===== src/rtl/reg_bus_arbiter_if.sv =====
// reg_bus_arbiter_if: request/transfer bundle between requesters and the register-bus arbiter.
//   req       : per-requester transfer request
//   src, dst  : per-requester source/destination register index, IW bits per slice
//   ack, err  : one-cycle completion pulse to the granted requester, err marks a rejected request
//   reg_read  : per-register bus-drive enable
//   reg_write : per-register write strobe
//   busy      : arbiter is mid-transfer
// Modports: master (requester side) and slave (arbiter side).
interface reg_bus_arbiter_if #(
    parameter int unsigned NREG = 4,
    parameter int unsigned NREQ = 2
);
    localparam int unsigned IW = (NREG > 1) ? $clog2(NREG) : 1;

    logic [NREQ-1:0]    req;
    logic [NREQ*IW-1:0] src;
    logic [NREQ*IW-1:0] dst;
    logic [NREQ-1:0]    ack;
    logic               err;
    logic [NREG-1:0]    reg_read;
    logic [NREG-1:0]    reg_write;
    logic               busy;

    modport master (
        output req, src, dst,
        input  ack, err, reg_read, reg_write, busy
    );

    modport slave (
        input  req, src, dst,
        output ack, err, reg_read, reg_write, busy
    );
endinterface


===== src/rtl/reg_bus_arbiter.sv =====
// reg_bus_arbiter: arbitrates register-to-register copies over a shared data bus.
// A granted transfer runs DRIVE (source drives bus), STROBE (destination write strobe) and
// RELEASE (source still driving, ack). Invalid requests (src==dst or index out of range) take a
// single REJECT cycle that acks with err. All outputs decode from state/latched flops only.
// Ports:
//   clk : clock, rising edge
//   rst : asynchronous active-high reset
//   bus : reg_bus_arbiter_if.slave (req/src/dst in; ack/err/reg_read/reg_write/busy out)
// Build option: define REG_BUS_RR_EN for round-robin arbitration; otherwise fixed priority with
// requester 0 highest.
module reg_bus_arbiter #(
    parameter int unsigned NREG = 4,
    parameter int unsigned NREQ = 2
) (
    input logic              clk,
    input logic              rst,
    reg_bus_arbiter_if.slave bus
);
    localparam int unsigned IW  = (NREG > 1) ? $clog2(NREG) : 1;
    localparam int unsigned IDW = (NREQ > 1) ? $clog2(NREQ) : 1;

    typedef enum logic [2:0] {
        StIdle,
        StDrive,
        StStrobe,
        StRelease,
        StReject
    } state_e;

    state_e         state_q, state_d;
    logic [IDW-1:0] id_q;
    logic [IW-1:0]  src_q;
    logic [IW-1:0]  dst_q;

    logic           found;
    logic           grant;
    logic           bad;
    logic [IDW-1:0] win;
    logic [IW-1:0]  win_src;
    logic [IW-1:0]  win_dst;

`ifdef REG_BUS_RR_EN
    // Index where the next search begins (one past the last winner).
    logic [IDW-1:0] ptr_q;
    int unsigned    rr_idx;
`endif

    // Winner selection and validity check of the winner's indices.
    always_comb begin
        found   = 1'b0;
        win     = '0;
        win_src = '0;
        win_dst = '0;
`ifdef REG_BUS_RR_EN
        rr_idx  = 0;
        for (int unsigned k = 0; k < NREQ; k++) begin
            rr_idx = (32'(ptr_q) + k) % NREQ;
            if (!found && bus.req[rr_idx]) begin
                found = 1'b1;
                win   = IDW'(rr_idx);
            end
        end
`else
        // Descending scan so the lowest requesting index wins.
        for (int i = int'(NREQ) - 1; i >= 0; i--) begin
            if (bus.req[i]) begin
                found = 1'b1;
                win   = IDW'(i);
            end
        end
`endif
        for (int unsigned i = 0; i < NREQ; i++) begin
            if (win == IDW'(i)) begin
                win_src = bus.src[i*IW +: IW];
                win_dst = bus.dst[i*IW +: IW];
            end
        end
        bad = (win_src == win_dst) || (32'(win_src) >= NREG) || (32'(win_dst) >= NREG);
    end

    // State register and transfer latches; inputs are captured only on a grant in IDLE.
    always_ff @(posedge clk or posedge rst) begin
        if (rst) begin
            state_q <= StIdle;
            id_q    <= '0;
            src_q   <= '0;
            dst_q   <= '0;
`ifdef REG_BUS_RR_EN
            ptr_q   <= '0;
`endif
        end else begin
            state_q <= state_d;
            if (grant) begin
                id_q  <= win;
                src_q <= win_src;
                dst_q <= win_dst;
`ifdef REG_BUS_RR_EN
                ptr_q <= (win == IDW'(NREQ - 1)) ? '0 : win + 1'b1;
`endif
            end
        end
    end

    // Next-state logic.
    always_comb begin
        state_d = state_q;
        grant   = 1'b0;
        unique case (state_q)
            StIdle: begin
                if (found) begin
                    grant   = 1'b1;
                    state_d = bad ? StReject : StDrive;
                end
            end
            StDrive:   state_d = StStrobe;
            StStrobe:  state_d = StRelease;
            StRelease: state_d = StIdle;
            StReject:  state_d = StIdle;
            default:   state_d = StIdle;
        endcase
    end

    // Output decode from flops only.
    always_comb begin
        logic read_en;
        logic write_en;
        logic ack_en;
        read_en       = 1'b0;
        write_en      = 1'b0;
        ack_en        = 1'b0;
        bus.err       = 1'b0;
        bus.busy      = (state_q != StIdle);
        bus.reg_read  = '0;
        bus.reg_write = '0;
        bus.ack       = '0;
        unique case (state_q)
            StDrive:  read_en = 1'b1;
            StStrobe: begin
                read_en  = 1'b1;
                write_en = 1'b1;
            end
            StRelease: begin
                read_en = 1'b1;
                ack_en  = 1'b1;
            end
            StReject: begin
                ack_en  = 1'b1;
                bus.err = 1'b1;
            end
            default: ;
        endcase
        for (int unsigned i = 0; i < NREG; i++) begin
            if (read_en && (src_q == IW'(i))) begin
                bus.reg_read[i] = 1'b1;
            end
            if (write_en && (dst_q == IW'(i))) begin
                bus.reg_write[i] = 1'b1;
            end
        end
        for (int unsigned i = 0; i < NREQ; i++) begin
            if (ack_en && (id_q == IDW'(i))) begin
                bus.ack[i] = 1'b1;
            end
        end
    end
endmodule


===== src/flat_wrapper.sv =====
// flat-port wrapper written by rule: the top's interface ports become plain ports
module reg_bus_arbiter_flat 
#(
    parameter int unsigned NREG = 4,
    parameter int unsigned NREQ = 2
)
  (clk, rst, bus_req, bus_src, bus_dst, bus_ack, bus_err, bus_reg_read, bus_reg_write, bus_busy);
  reg_bus_arbiter_if #(.NREG(NREG), .NREQ(NREQ)) bus_i ();
  input logic clk;
  input logic rst;
  input wire logic [$bits(bus_i.req)-1:0] bus_req;
  input wire logic [$bits(bus_i.src)-1:0] bus_src;
  input wire logic [$bits(bus_i.dst)-1:0] bus_dst;
  output wire logic [$bits(bus_i.ack)-1:0] bus_ack;
  output wire logic [$bits(bus_i.err)-1:0] bus_err;
  output wire logic [$bits(bus_i.reg_read)-1:0] bus_reg_read;
  output wire logic [$bits(bus_i.reg_write)-1:0] bus_reg_write;
  output wire logic [$bits(bus_i.busy)-1:0] bus_busy;
  assign bus_i.req = bus_req;
  assign bus_i.src = bus_src;
  assign bus_i.dst = bus_dst;
  assign bus_ack = bus_i.ack;
  assign bus_err = bus_i.err;
  assign bus_reg_read = bus_i.reg_read;
  assign bus_reg_write = bus_i.reg_write;
  assign bus_busy = bus_i.busy;
  reg_bus_arbiter #(.NREG(NREG), .NREQ(NREQ)) u_core (.clk(clk), .rst(rst), .bus(bus_i));
endmodule

===== config.mk =====
export PLATFORM = sky130hd
export DESIGN_NAME = reg_bus_arbiter_flat
export DESIGN_NICKNAME = d
export VERILOG_FILES = /design/src/rtl/reg_bus_arbiter_if.sv /design/src/rtl/reg_bus_arbiter.sv /design/src/flat_wrapper.sv
export SDC_FILE = /design/constraint.sdc
export NUM_CORES = 1
export LEC_CHECK = 0
export CORE_AREA = 2 2 39 41
export CTS_CLUSTER_DIAMETER = 60
export DETAILED_ROUTE_END_ITERATION = 6
export DIE_AREA = 0 0 41 43
export PLACE_DENSITY_LB_ADDON = 0.08
export SYNTH_ARGS = -nofsm -noshare
export SYNTH_HDL_FRONTEND = slang
export SYNTH_SLANG_ARGS = --single-unit

===== constraint.sdc =====
create_clock -name clk -period 2.2 [get_ports clk]
set_input_delay 0.44 -clock clk [delete_from_list [all_inputs] [get_ports clk]]
set_output_delay 0.44 -clock clk [all_outputs]
set_load 0.005 [all_outputs]

== Word level (Yosys, flattened, before mapping) ==
Cells that the tools add are included.

* Word-level logic and storage cells: 57
* Output and inout bits: 12
* Memory bits (writable): 0
* Bits of input ports: 12
* Memories kept: 0
* Register bits after elaboration: 8
* Bits in latches: 0
* Memory bits (read-only): 0

* Reduce and logical (&&, ||, !) cells: 16
* Mux-type cells: 24
* Div/mod/pow operators: 0
* Equal/unequal tests: 12
* $add $sub $neg: 0
* Multiply operators: 0
* $lt $le $gt $ge: 0
* Shift-type cells: 0
* Bitwise logic cells: 1

{| class="wikitable"
|+ Operators by type and width
! cell !! count
|-
| $mux W1 || 19
|-
| $logic_and A1 B1 Y1 || 10
|-
| $pmux W3 S3 || 1
|-
| $eq A2 B2 Y1 const B || 4
|-
| $eq A3 B2 Y1 const B || 2
|-
| $mux W3 || 2
|-
| $eq A2 B1 Y1 const B || 2
|-
| $logic_not A2 Y1 || 2
|-
| $mux W2 || 2
|-
| $eq A3 B1 Y1 const B || 1
|-
| $eq A3 B3 Y1 const B || 1
|-
| $logic_not A3 Y1 || 1
|-
| $reduce_bool A3 Y1 || 1
|-
| $reduce_or A3 Y1 || 1
|-
| $eq A2 B2 Y1 || 1
|-
| $ne A2 B1 Y1 const B || 1
|-
| $reduce_or A2 Y1 || 1
|-
| $not A1 Y1 || 1
|}

== Longest topological paths before layout ==
* Depth after elaboration: 7
* Depth in mapped cells: 5
* Gate-level depth less buffers: 4

== Least setup slack after synthesis ==
OpenSTA, ideal clock, no wires.

* Kind: register to output
* Start: register u_core.state_q[1]
* End: output bus_ack[1]
* Data required time: 1.760 ns
* Stages on the path, launching flop included: 5
* Setup slack: 0.786 ns
* Path buffers: 1
* Data arrival time: 0.974 ns
* Cell sequence: dfrtp_1 buf_6 nor2_1 a21oi_1 nor2b_1

* Word-level cells in the longest chain between the ends: 5
* Elaborated cells between the ends (all ways): 6
* Classes of those cells: 2 x eq/ne; 2 x mux; 2 x reduce/logical

{| class="wikitable"
|+ RTL lines
! element !! RTL line !! source
|-
| from (decl) || reg_bus_arbiter.sv:30 || <nowiki>state_e state_q, state_d;</nowiki>
|-
| from (signal assigned) || reg_bus_arbiter.sv:84 || <nowiki>state_q <= StIdle;</nowiki>
|-
| from (signal assigned) || reg_bus_arbiter.sv:92 || <nowiki>state_q <= state_d;</nowiki>
|-
| $eq A3 B2 Y1 or $eq A3 B3 Y1 (tied branches) || reg_bus_arbiter.sv:136 || <nowiki>unique case (state_q)</nowiki>
|-
| $reduce_or A2 Y1 (no source line) * || n/a ||
|-
| $mux W1 * || reg_bus_arbiter.sv:136 ||
|-
| $logic_and A1 B1 Y1 * || reg_bus_arbiter.sv:161 || <nowiki>if (ack_en && (id_q == IDW'(i))) begin</nowiki>
|-
| $mux W1 * || reg_bus_arbiter.sv:161 ||
|-
| to (decl) || flat_wrapper.sv:14 || <nowiki>output wire logic [$bits(bus_i.ack)-1:0] bus_ack;</nowiki>
|}

Mark *: on every way between the ends. The rest lies on a longest branch, timed or not.

== Worst setup path after layout ==
Ends and elaborated chain as after synthesis.

==> key figures <==
Clock network
  – # Post-CTS Setup Buffers: 0
  – TritonCTS clock tree: built
  – CTS Buf Count: 3
  – Clk sink count: 8
  – H-tree depth: 1
  – Worst skew pair latency: roughly 0.25 ns
  – Root buffer cell: clkbuf_4
  – Clk slew on worst S/H paths: roughly 0.060 ns
  – Clock Path Buffers: 2

Die
  – Die Area: 0.001763 mm^2
  – Die X: approximately 41 um
  – I/O Pins: 24
  – Die height: ~43 um
  – Initial core utilization: 0.3915
  – Core ar.: roughly 0.0014 mm^2
  – Cell Rows: 14

Cells and area
  – Area taken by multi-input logic gates: 314.1 um^2
  – Nets@finish: 99
  – Fill count: ~130
  – Non-Filler Instances: just over 100
  – Area Overhead vs Synth: 51.27%
  – Reg area: ~200 um^2
  – Antenna fix cells: 0
  – Layout cells sized above 1: 0.1294
  – Final Cell Area: approximately 820 um^2

Critical path
  – CP endpoint kind: output port
  – Worst-case reg-to-reg path depth: 5
  – Crit Path Category: reg2out
  – Critical Path AT: 1.66 ns
  – Crit-path max FO: 7
  – FF-to-FF End: u_core.dst_q[0]$_DFFE_PP0P_
  – Worst setup SP type: register
  – CP required: between 1.5 and 2 ns
  – Worst r2r src: u_core.state_q[1]$_DFFE_PP0P_
  – R2R Setup Slk: ~0.89 ns

Logic synthesis
  – Unique masters post-synth: 28
  – Syn_area_per_cell: between 9 and 10 um^2
  – Post-Syn Area: 541.8 um^2
  – Cells after Synth: 60
  – Synth Register Bits: 8
  – Yosys warns: 0
  – Post-Syn Nets: between 70 and 80
  – Register area share after synthesis: 0.3695

Place
  – Placed wire-length estimate: roughly 960 um
  – Inst Count DP: 98
  – Area after DPL: roughly 780 um^2
  – Port Buffers: 23
  – Gpl congestion: ~0.75

Run
  – Number of max-cap violations: 0

Timing
  – Clk_skew: roughly 0.0053 ns
  – Setup TNS: 0 ns
  – F_max: 477.1 MHz
  – Final hold violations: 0
  – Worst slew margin: 0.7461
  – Setup violations, final: 0
  – Fin crit share: 0.9528
  – Final hold slack: between 0.4 and 0.5 ns
  – Post-layout minimum cycle time: around 2.1 ns
  – Worst Tran Pin Value: 0.3796 ns
  – Unrepaired setup endpoints after global routing: false
  – Pins Over Slew Limit: 0

Detailed routing
  – Drt drc: 0
  – Wire length per cell: 11.80 um
  – Post-DRT Antenna Nets: 0
  – Initial DRC count: 13
  – Vias: 538
  – Routed WL: between 1 and 1.5 mm
  – First drt pass iteration count: 4
  – Vias per cell: 5.327

Power
  – PwrDens: ~1200 mW/mm^2
  – VDD IR max: just over 0.4 mV
  – LEAKAGE: roughly 0.00032 uW

GRT
  – Grt ovf: 0
  – GRT Total Usage: 0.1663
  – Initial antenna violation count: 0
  – Vias in the first global route: approximately 470
  – Largest net degree at the start of global routing: 12
  – First-pass GRT wire length: 1.945 mm

Status
  – Status: completed

Min path
  – HP Class: in2async
==> power breakdown <==
group / internal, uW / total, uW / switching (uW)
logic: 313 / 531 / 218
clock network: 62.3 / 110 / 47.7
registers: 218 / 303 / 84.7
total: 594 / 944 / 350
==> registers in the layout, indices dropped and copies added, names as in the netlist <==
name / flops
u_core.src_q: 2
u_core.dst_q: 2
u_core.state_q: 3
u_core.id_q: 1
==> worst max-delay path, cell delays in order, from the launching register on <==
cell and delay, ns:
dfrtp_1 0.38, buf_4 0.17, and3b_1 0.18, a21oi_1 0.17, nor2b_1 0.07, clkdlybuf4s50_1 0.44
==> per-stage QoR <==
step / util / setup slack (ns) / total power, uW
detailed placement: 0.5669 / 0.2726 / 820.2
global route: 0.5922 / 0.0006311 / 1033
floorplan: - / 0.7860 / 584.0
finish: 0.5922 / 0.1039 / 944.2
CTS: 0.5850 / 0.008200 / 940.2
global placement: 0.5669 / 0.2979 / 812.7
==> repair_timing <==
action / 4_1_cts / 5_1_grt
hold endpoints to repair: 0 / 0
hold buffers: 0 / 0
resized for setup: 1 / 4
pin swaps: 0 / 0
setup endpoints to repair: 1 / 6
==> metal layers <==
layer | wire [um] | vias to the layer above | track usage
li1 | - | 270 | -
met1 | 500 | 239 | 0.2292
met2 | 570 | 27 | 0.2250
met3 | 106 | 2 | 0.04188
met4 | 14 | 0 | 0.1000
met5 | 0 | - | 0
==> area by class of cell <==
type,instances,share of cell area
inverters,4,0.01832
clock buffers,3,0.02748
well taps,16,0.02443
multi-input cells,45,0.3832
repair buffers,25,0.2992
flip-flops and latches,8,0.2473
==> worst max-delay path by stage <==
stage / startpoint / to / slack, ns / depth (start not counted)
after global routing: u_core.state_q[1]$_DFFE_PP0P_ / bus_ack[0] / 0.0006 / 5
after CTS: u_core.state_q[2]$_DFFE_PP0P_ / bus_reg_write[0] / 0.008 / 4
after global placement: u_core.state_q[2]$_DFFE_PP0P_ / bus_reg_write[0] / 0.30 / 4
after detailed placement: u_core.state_q[2]$_DFFE_PP0P_ / bus_reg_write[0] / 0.27 / 4
after floorplan: u_core.state_q[1]$_DFFE_PP0P_ / bus_ack[1] / 0.79 / 4
final: u_core.state_q[1]$_DFFE_PP0P_ / bus_ack[1] / 0.10 / 5
==> Yosys cell counts <==
library cell,instances,area [um^2]
buf_4,1,7.510
a22oi_1,3,22.52
nor4_1,1,6.260
nor2_1,7,26.28
o2bb2ai_1,3,26.28
nor2b_1,2,12.51
a21boi_0,1,7.510
nand3b_1,1,7.510
o311a_1,1,10.01
o211a_1,1,10.01
nor4b_1,2,17.52
inv_2,1,3.750
a31oi_1,1,6.260
nor3_4,1,16.27
xnor2_1,5,43.79
nand3_1,3,15.01
clkbuf_1,1,3.750
nand4b_1,1,8.760
nor3_1,2,10.01
nor4bb_1,1,10.01
a21oi_1,4,20.02
and3b_1,1,8.760
and2_1,1,6.260
inv_1,3,11.26
nand2_1,2,7.510
o21ai_1,1,5.000
dfrtp_1,8,200.2
buf_6,1,11.26
==> layout by cell type, fill, tap and decap left out, drive strengths merged, types with 2 or more instances in the layout <==
| cell | netlist | layout |
|---|---|---|
| clkdlybuf4s50 | 0 | 23 |
| dfrtp | 8 | 8 |
| nor2 | 7 | 7 |
| xnor2 | 5 | 5 |
| a21oi | 4 | 4 |
| inv | 4 | 4 |
| a22oi | 3 | 3 |
| o2bb2ai | 3 | 3 |
| nand3 | 3 | 3 |
| clkbuf | 1 | 3 |
| nor3 | 3 | 3 |
| nor2b | 2 | 2 |
| nand2 | 2 | 2 |
| nor4b | 2 | 2 |
| buf | 2 | 2 |
==> logic make-up (layout without fill, tap and decap cells) <==
logic type / after synthesis / in the layout / synth area share
AND/OR/NAND/NOR: 25 / 25 / 0.2818
AO/OA/AOI/OAI: 15 / 15 / 0.1986
flip-flops: 8 / 8 / 0.3695
buffers and inverters: 7 / 32 / 0.06927
XOR/XNOR: 5 / 5 / 0.08083
Power figures use the tool's default switching activity.
==> variant (same settings) <==
`NREG` is set to 4 in 3 places; all go to 2.
--- a/src/rtl/reg_bus_arbiter_if.sv
+++ b/src/rtl/reg_bus_arbiter_if.sv
@@ -7,7 +7,7 @@
 //   busy      : arbiter is mid-transfer
 // Modports: master (requester side) and slave (arbiter side).
 interface reg_bus_arbiter_if #(
-    parameter int unsigned NREG = 4,
+    parameter int unsigned NREG = 2,
     parameter int unsigned NREQ = 2
 );
     localparam int unsigned IW = (NREG > 1) ? $clog2(NREG) : 1;
--- a/src/rtl/reg_bus_arbiter.sv
+++ b/src/rtl/reg_bus_arbiter.sv
@@ -9,7 +9,7 @@
 // Build option: define REG_BUS_RR_EN for round-robin arbitration; otherwise fixed priority with
 // requester 0 highest.
 module reg_bus_arbiter #(
-    parameter int unsigned NREG = 4,
+    parameter int unsigned NREG = 2,
     parameter int unsigned NREQ = 2
 ) (
     input logic              clk,
--- a/src/flat_wrapper.sv
+++ b/src/flat_wrapper.sv
@@ -1,7 +1,7 @@
 // flat-port wrapper written by rule: the top's interface ports become plain ports
 module reg_bus_arbiter_flat 
 #(
-    parameter int unsigned NREG = 4,
+    parameter int unsigned NREG = 2,
     parameter int unsigned NREQ = 2
 )
   (clk, rst, bus_req, bus_src, bus_dst, bus_ack, bus_err, bus_reg_read, bus_reg_write, bus_busy);
Interface: changed (resized bus_dst, bus_reg_read, bus_reg_write and bus_src); port bits go from 24 to 16. The function was not compared with the original's and may differ.
==> variant against the original RTL <==
- non-clock buffer count shrank 10
- power decreased by 20%
- sequential share of layout area rose by 1.4 points
- sequential cell count decreased by 2
- area after synthesis down 24%
- utilization fell by 17 points
- routed wire length decreased by 33%
- sequential power fell by 13%
- cell area is 28% lower
- worst setup slack better by 48 ps
- critical endpoint unchanged
- largest power group unchanged
==> variant: results (changes against the original RTL) <==
Run status
  – Outcome: finished clean

STA
  – Worst Skew: 1.994 ps (-3.295 ps)
  – Slew HR: 0.8103 (+0.06415)
  – Hold_ws: 417.1 ps (-25.08 ps)
  – Highest achievable clock rate: 0.4884 GHz (+2.4%)

Detailed routing
  – DR pass1 iterations: 2 (-2)
  – DR vias/cell: 4.867 (-8.6%)
  – DR WL/cell: 10.61 um (-10%)
  – Iter 0 DRT Violations: 3 (-10)
  – Via count: 365 (-32%)

Placed design
  – Placed Cells: 72 (-27%)
  – Port-buffer cells: 15 (-35%)
  – Placed cell area: 560.5 um2 (-29%)
  – RePlAce Congestion: 0.6262 (-16%)
  – Setup WS pre-CTS: 308.3 ps (+35.69 ps)
  – Hpwl dp: 634.6 um (-34%)

Power and ir drop
  – Power Clock: 102 uW (-7%)
  – Leak: 0.0002325 uW (-27%)
  – Maximum VDD drop: 0.5242 mV (+28%)
  – P_int: 474.0 uW (-20%)
  – Power Dens Cells: 1281 nW/um2 (+11%)
  – Register share of total power: 0.352 (+0.031)

Synth
  – Register area share after synthesis: 0.3670 (-0.002543)
  – Syn Inst Count: 43 (-28%)
  – Synth cell count leaders: dfrtp_1 (6), nor2_1 (6), a21oi_1 (3), xnor2_1 (3)
  – Post-synthesis xor/xnor area fraction: 0.06422 (-0.01661)
  – Largest cells by area after synthesis: dfrtp_1 (37%), xnor2_1 (6.4%), nor2_1 (5.5%)
  – Post-synthesis compound-gate area fraction: 0.1957 (-0.002896)
  – Distinct cells, synth: 26 (-7.1%)
  – Multiplexer area fraction after synthesis: 0.02446 (+0.02446)

GRT
  – Gr usage total: 0.1270 (-0.03931)
  – First-pass GRT wire length: 1.490 mm (-23%)
  – Largest net degree at the start of global routing: 10 (-2)
  – Number of global-route vias before repair: 356 (-24%)

Critical path
  – CP arrival: 1610 ps (-50 ps)
  – Reg2reg setup slack: 1020 ps (+130 ps)
  – FF-to-FF path depth: 3 (-2)
  – CP Max Fanout: 9 (+2)
  – Crit-path max cell delay: 490 ps (+50 ps)

Cells and area
  – Largest Register: u_core.state_q
  – Final net count: 69 (-30%)
  – Area of the multi-input gates: 235.2 um2 (-25%)
  – Fill count: 150 (+14%)
==> variant: cell types whose count changed after synthesis, moves of 2 or more <==
cell	before	now
o2bb2ai_1	3	1
inv_1	3	1
xnor2_1	5	3
nand3_1	3	0
a22oi_1	3	0
dfrtp_1	8	6
nor4b_1	2	0
==> variant: area by class of cell <==
cell class / instances / area share
multi-input combinational: 33 / 0.3992
timing repair buffer: 15 / 0.2548
inverter: 2 / 0.01274
tap: 16 / 0.03397
clock buffer: 3 / 0.03822
sequential: 6 / 0.2611
==> variant: worst reg2reg max path: cells and delay by family (launching register included) <==
kind,cells,cell delay (ps)
compound gates,2,280
flops,1,470
simple gates,1,320
==> variant: repair_timing <==
action / in CTS / in global routing
setup buffers: 0 / 0
endpoints found under the setup margin: 0 / 4
resized for setup: 0 / 4
hold buffers: 0 / 0
==> variant: routing by layer <==
metal	GRT usage	routed length (um)	vias up
li1	-	-	187
met1	0.1824	368	167
met2	0.1625	381	11
met3	0.04712	46	0
met4	0.06000	0	0
met5	0	0	-
